[src/rtl/if_stage.sv]
// if_stage: instruction-fetch stage of the 5-stage MIPS pipeline.
// Holds the PC, fetches over an imem req/ack handshake, loads the IF/ID
// register (pc_o = fetched PC + 4, inst_o = instruction) and inserts NOP
// bubbles whenever no instruction is ready while the pipeline advances.
// Optional build macro IF_FLUSH_EN: a taken jump/branch squashes the slot
// instruction. Without it, MIPS branch-delay-slot semantics apply: the slot
// instruction is delivered and only its successor comes from the target.
module if_stage #(
  parameter logic [31:0] RESET_PC = 32'h0000_0000,
  parameter logic [31:0] NOP_INST = 32'h0000_0000
) (
  input  logic        clk_i,
  input  logic        rst_i,
  input  logic        start_i,
  input  logic        Stall_i,
  input  logic        mem_stall_i,
  input  logic        Jump_i,
  input  logic        Branch_i,
  input  logic        Eq_i,
  input  logic [31:0] JumpPC_i,
  input  logic [31:0] BranchPC_i,
  output logic        imem_req_o,
  output logic [31:0] imem_addr_o,
  input  logic        imem_ack_i,
  input  logic [31:0] imem_data_i,
  output logic [31:0] pc_o,
  output logic [31:0] inst_o
);

  typedef enum logic [1:0] {
    S_IDLE  = 2'd0,
    S_FETCH = 2'd1,
    S_HOLD  = 2'd2,
    S_DROP  = 2'd3
  } state_e;

  state_e      state_q, state_d;
  logic [31:0] pc_q, pc_d;
  logic        req_q, req_d;
  logic [31:0] ifid_pc_q, ifid_pc_d;
  logic [31:0] ifid_inst_q, ifid_inst_d;
  logic        pend_q, pend_d;
  logic [31:0] tgt_q, tgt_d;
  logic [31:0] buf_q, buf_d;

  logic        adv;
  logic        taken;
  logic [31:0] target;
  logic [31:0] pc_plus4;
  logic [31:0] next_pc;

  // Pipeline advance, accepted redirect and next-PC selection
  always_comb begin
    adv      = start_i & ~Stall_i & ~mem_stall_i;
    taken    = adv & (Jump_i | (Branch_i & Eq_i));
    target   = Jump_i ? JumpPC_i : BranchPC_i;
    pc_plus4 = pc_q + 32'd4;
    // A redirect arriving this cycle beats an older pending one
    if (taken)       next_pc = target;
    else if (pend_q) next_pc = tgt_q;
    else             next_pc = pc_plus4;
  end

  // Fetch FSM: next-state, PC, IF/ID, redirect bookkeeping
  always_comb begin
    state_d     = state_q;
    pc_d        = pc_q;
    ifid_pc_d   = ifid_pc_q;
    ifid_inst_d = ifid_inst_q;
    pend_d      = pend_q;
    tgt_d       = tgt_q;
    buf_d       = buf_q;

    unique case (state_q)
      S_IDLE: begin
        if (start_i) state_d = S_FETCH;
      end

      S_FETCH: begin
        if (imem_ack_i) begin
          if (adv) begin
`ifdef IF_FLUSH_EN
            if (taken) begin
              // Squashed slot: bubble keeps the previous pc_o
              ifid_inst_d = NOP_INST;
            end else begin
              ifid_pc_d   = pc_plus4;
              ifid_inst_d = imem_data_i;
            end
`else
            ifid_pc_d   = pc_plus4;
            ifid_inst_d = imem_data_i;
`endif
            pc_d   = next_pc;
            pend_d = 1'b0;
          end else begin
            // Pipeline frozen: park the instruction until it can advance
            buf_d   = imem_data_i;
            state_d = S_HOLD;
          end
        end else if (adv) begin
          ifid_inst_d = NOP_INST;
          if (taken) begin
            tgt_d = target;
`ifdef IF_FLUSH_EN
            // Request is in flight; its data must be thrown away
            state_d = S_DROP;
`else
            // Slot instruction still coming; its successor uses the target
            pend_d = 1'b1;
`endif
          end
        end
      end

      S_HOLD: begin
        if (adv) begin
`ifdef IF_FLUSH_EN
          if (taken) begin
            ifid_inst_d = NOP_INST;
          end else begin
            ifid_pc_d   = pc_plus4;
            ifid_inst_d = buf_q;
          end
`else
          ifid_pc_d   = pc_plus4;
          ifid_inst_d = buf_q;
`endif
          pc_d    = next_pc;
          pend_d  = 1'b0;
          state_d = S_FETCH;
        end
      end

      S_DROP: begin
        if (adv) ifid_inst_d = NOP_INST;
        if (taken) tgt_d = target;
        if (imem_ack_i) begin
          // Discarded ack closes the stale request; move to the target even
          // if stalled, since only the fetch address (not IF/ID) changes
          pc_d    = taken ? target : tgt_q;
          state_d = start_i ? S_FETCH : S_IDLE;
        end
      end

      default: state_d = S_IDLE;
    endcase

    req_d = (state_d == S_FETCH) || (state_d == S_DROP);
  end

  // State and output registers; reset abandons any outstanding request
  always_ff @(posedge clk_i or negedge rst_i) begin
    if (!rst_i) begin
      state_q     <= S_IDLE;
      pc_q        <= RESET_PC;
      req_q       <= 1'b0;
      ifid_pc_q   <= 32'h0000_0000;
      ifid_inst_q <= 32'h0000_0000;
      pend_q      <= 1'b0;
      tgt_q       <= 32'h0000_0000;
      buf_q       <= 32'h0000_0000;
    end else begin
      state_q     <= state_d;
      pc_q        <= pc_d;
      req_q       <= req_d;
      ifid_pc_q   <= ifid_pc_d;
      ifid_inst_q <= ifid_inst_d;
      pend_q      <= pend_d;
      tgt_q       <= tgt_d;
      buf_q       <= buf_d;
    end
  end

  assign imem_req_o  = req_q;
  assign imem_addr_o = pc_q;
  assign pc_o        = ifid_pc_q;
  assign inst_o      = ifid_inst_q;

endmodule

[config.mk]
export PLATFORM = sky130hd
export DESIGN_NAME = if_stage
export DESIGN_NICKNAME = d
export VERILOG_FILES = /design/src/rtl/if_stage.sv
export SDC_FILE = /design/constraint.sdc
export NUM_CORES = 1
export LEC_CHECK = 0
export BUFFER_PORTS_ARGS = -buffer_cell sky130_fd_sc_hd__buf_2
export CAP_MARGIN = 20
export CORE_AREA = 4 4 140 209
export CTS_CLUSTER_DIAMETER = 50
export DETAILED_ROUTE_END_ITERATION = 8
export DIE_AREA = 0 0 144 213
export PLACE_DENSITY = 0.46
export SLEW_MARGIN = 15
export SYNTH_ARGS = -nofsm -noshare
export SYNTH_HDL_FRONTEND = slang
export SYNTH_SLANG_ARGS = --single-unit
[constraint.sdc]
create_clock -name clk_i -period 5.7 [get_ports clk_i]
set_input_delay 0 -clock clk_i [delete_from_list [all_inputs] [get_ports clk_i]]
set_output_delay 0 -clock clk_i [all_outputs]
set_load 0.005 [all_outputs]
==> flow_summary_export.csv <==
group,metric,value,unit
finish,fill_cells,2690,
worst_setup_path,crit_buf_inv,3,
cts,path_clk_slew,60,ps
yosys,ys_ff_latch,164,
worst_setup_path,end_kind,"flip-flop",
worst_setup_path,worstReg2RegEnd,"inst_o[6]",
pwr,power_density,498,nW/um^2
finish,multi_input_area,3750,sq um
finish,nNetsFinal,1176,
floorplan,die-height,213,um
cts,cts-root-buf,"clkbuf_16",
sta,fmax,308,MHz
worst_setup_path,worstSetupPathType,"flip-flop to flip-flop",
route,final_antenna_net_count,0,
sta,finalHoldViolations,0,
sta,fin_crit,3250,ps
global_routing,grt_max_degree,76,
worst_setup_path,worstSetupStartpointType,"flip-flop",
yosys,synth-edff-count,0,
worst_setup_path,r2r_start,"state_q[1]",
pwr,vdd.ir_drop.worst,0.216,mV
placed_design,portBuffers,201,
global_routing,grt_pass1_wl,41400,um
hold_path,hold_start,"BranchPC_i[19]",
yosys,synth_top_area_frac,0.504,
placed_design,post-place-cells,1292,
route,avgRoutedWirePerCell,18.5,um
yosys,syn_nets,901,
sta,relSlewSlack,0.308,
finish,antennaDiodeCount,0,
pwr,leakagePower,4.88,nW
worst_setup_path,ff2ff_setup_slack,2450,ps
route,drc,0,
global_routing,grt_usage,0.172,
finish,fin_cells,1421,
worst_setup_path,path_max_fanout,33,
floorplan,fp.dieW,144,um
yosys,ys_types,57,
route,num_vias,7224,
finish,final_common_cell,"buf_2",
finish,final_layout_size_suffix_gt1_frac,0.280,
sta,rsz0062_at_grt,"no",
floorplan,dieArea,30700,sq um
sta,min_period_over_period,0.570,
sta,worst_pin_slew,1040,ps
worst_setup_path,worstPathArrival,3600,ps
finish,area_growth,36.2,%
route,drtIter0Drc,369,
yosys,syn-instance-count,791,
worst_setup_path,cpPeakStageDelay,790,ps
status,status,"complete, no violations",
cts,cts_buffer_depth,2,
sta,setup_ws,2450,ps
placed_design,place_ws,2350,ps
floorplan,start_util,0.298,
hold_path,min_to,"tgt_q[19]",
cts,htreeDepth,4,
hold_path,min_path_cells,3,
route,vias_per_cell,5.08,
cts,cts_setup_buffers,0,
cts,cts_resized,0,
yosys,synthArstFlopShare,1.00,
floorplan,ios,202,
finish,final_cell_mix,"buf_2, dfrtp_1, dlygate4sd3_1",
placed_design,gp_congestion,0.783,
cts,cts_tree,"yes",
yosys,synth_area_leader_cell,"dfrtp_1",
yosys,synth_ff_type,"dfrtp_1",
worst_setup_path,crit_family,"simple AND/OR/NAND/NOR gates",
worst_setup_path,crit_chain,"inv_1 -> ha_1 -> nand2_1 -> nor2_4 -> a211o_1 -> buf_4 -> nand2b_1 -> buf_4 -> o2bb2ai_1",
worst_setup_path,cp_slowest_cell,"nor2_4",
cts,cts_sinks,164,
global_routing,grt_pass1_vias,7403,
sta,drv_slew,0,
sta,setup_tns,0,ps
worst_setup_path,required,6050,ps
yosys,yosysWarnings,0,
global_routing,grt.overflow.total,0,
cts,cts_buffers,17,
floorplan,rows,74,
finish,seq_area,4100,sq um
flow_run,maxCapViolCount,0,
yosys,avgSynthCellArea,10.3,sq um
route,drt-total-wl,26300,um
worst_setup_path,path_common_cell,"buf_4",
yosys,ys_seq_area_frac,0.504,
global_routing,antenna_found_initial,0,
finish,post-route-util,0.406,
worst_setup_path,reg2reg_depth,9,
yosys,netlist_top_cells_area,"dfrtp_1, mux2_2, a21oi_1, nor2_1, mux2i_1",
yosys,syn-cell-area,8140,sq um
worst_setup_path,crit_path_start,"state_q[1]",
sta,skew,8.30,ps
hold_path,min_path_type,"primary input to flip-flop",
sta,setup_viol,0,
floorplan,core-area,27300,sq um
placed_design,post-dp-hpwl,17600,um
route,first_pass_iters,4,
cts,clk_latency,430,ps
## tightest hold or removal path: stages
cell and delay (ps):
buf_2 70, mux2i_1 150, a21oi_1 170
## cell usage after synthesis, types with 8 or more instances
cell and number:
dfrtp_1 164, nor2_1 91, a21oi_1 74, mux2_2 38, a22oi_1 33, o2bb2ai_1 33
clkbuf_1 32, mux2i_1 32, nand2_1 30, o21ai_0 27, buf_2 24, nand3_1 19
a31oi_1 18, nor3_1 18, xnor2_1 18, inv_1 12, xor2_1 10, o22a_1 8
o31a_1 8
## timing repair
action	4_1_cts	5_1_grt
endpoints found under the setup margin	0	0
hold buffers	97	0
endpoints found under the hold margin	171	0
## per-stage QoR
stage	total power, mW	cell area, sq um	hold WS, ps
2_1_floorplan	3.42	8140	-296
3_3_place_gp	4.24	9480	101
3_5_place_dp	4.28	9480	102
4_1_cts	5.60	11100	4.84
5_1_grt	5.96	11100	29.4
6_report	5.52	11100	17.0
## area by class of cell
class                           instances  share of cell area
Multi-Input combinational cell        554               0.338
Timing Repair Buffer                  317               0.192
Inverter                               12             0.00407
Sequential cell                       164               0.370
Tap cell                              342              0.0386
Clock inverter                         10              0.0130
Clock buffer                           22              0.0437
## how the worst max path moves through the flow
stage / endpoint / cells past startpoint
after global placement: inst_o[6] / 9
after detailed placement: inst_o[14] / 9
after floorplan: imem_addr_o[19] / 7
after global routing: inst_o[30] / 9
after CTS: inst_o[30] / 9
final: inst_o[6] / 9
## sequential cells by signal (all words and copies together), names as in the netlist
name         flops
pc_o            32
imem_addr_o     32
state_q          2
tgt_q           32
inst_o          32
imem_req_o       1
pend_q           1
buf_q           32
## cell families after synthesis
family / synth area share
compound gates: 0.214
xor+xnor: 0.0301
fa+ha+maj: 0.00769
buf+inv: 0.0397
flops: 0.504
mux: 0.0947
simple gates: 0.110
## metal layers
metal  global-route usage  vias up  share of wire
met2                0.281      226           0.49
met4               0.0578        0          0.022
met5                    0        -              0
met3               0.0363       34          0.051
li1                     -     3458              -
met1                0.227     3506           0.44
## power by group
part	internal, mW	leakage [nW]	total, mW	switching, mW
clock	0.740	0.299	1.23	0.486
combinational	1.01	2.62	2.11	1.10
sequential	1.74	1.96	2.19	0.444
(Power assumes the default switching activity.)
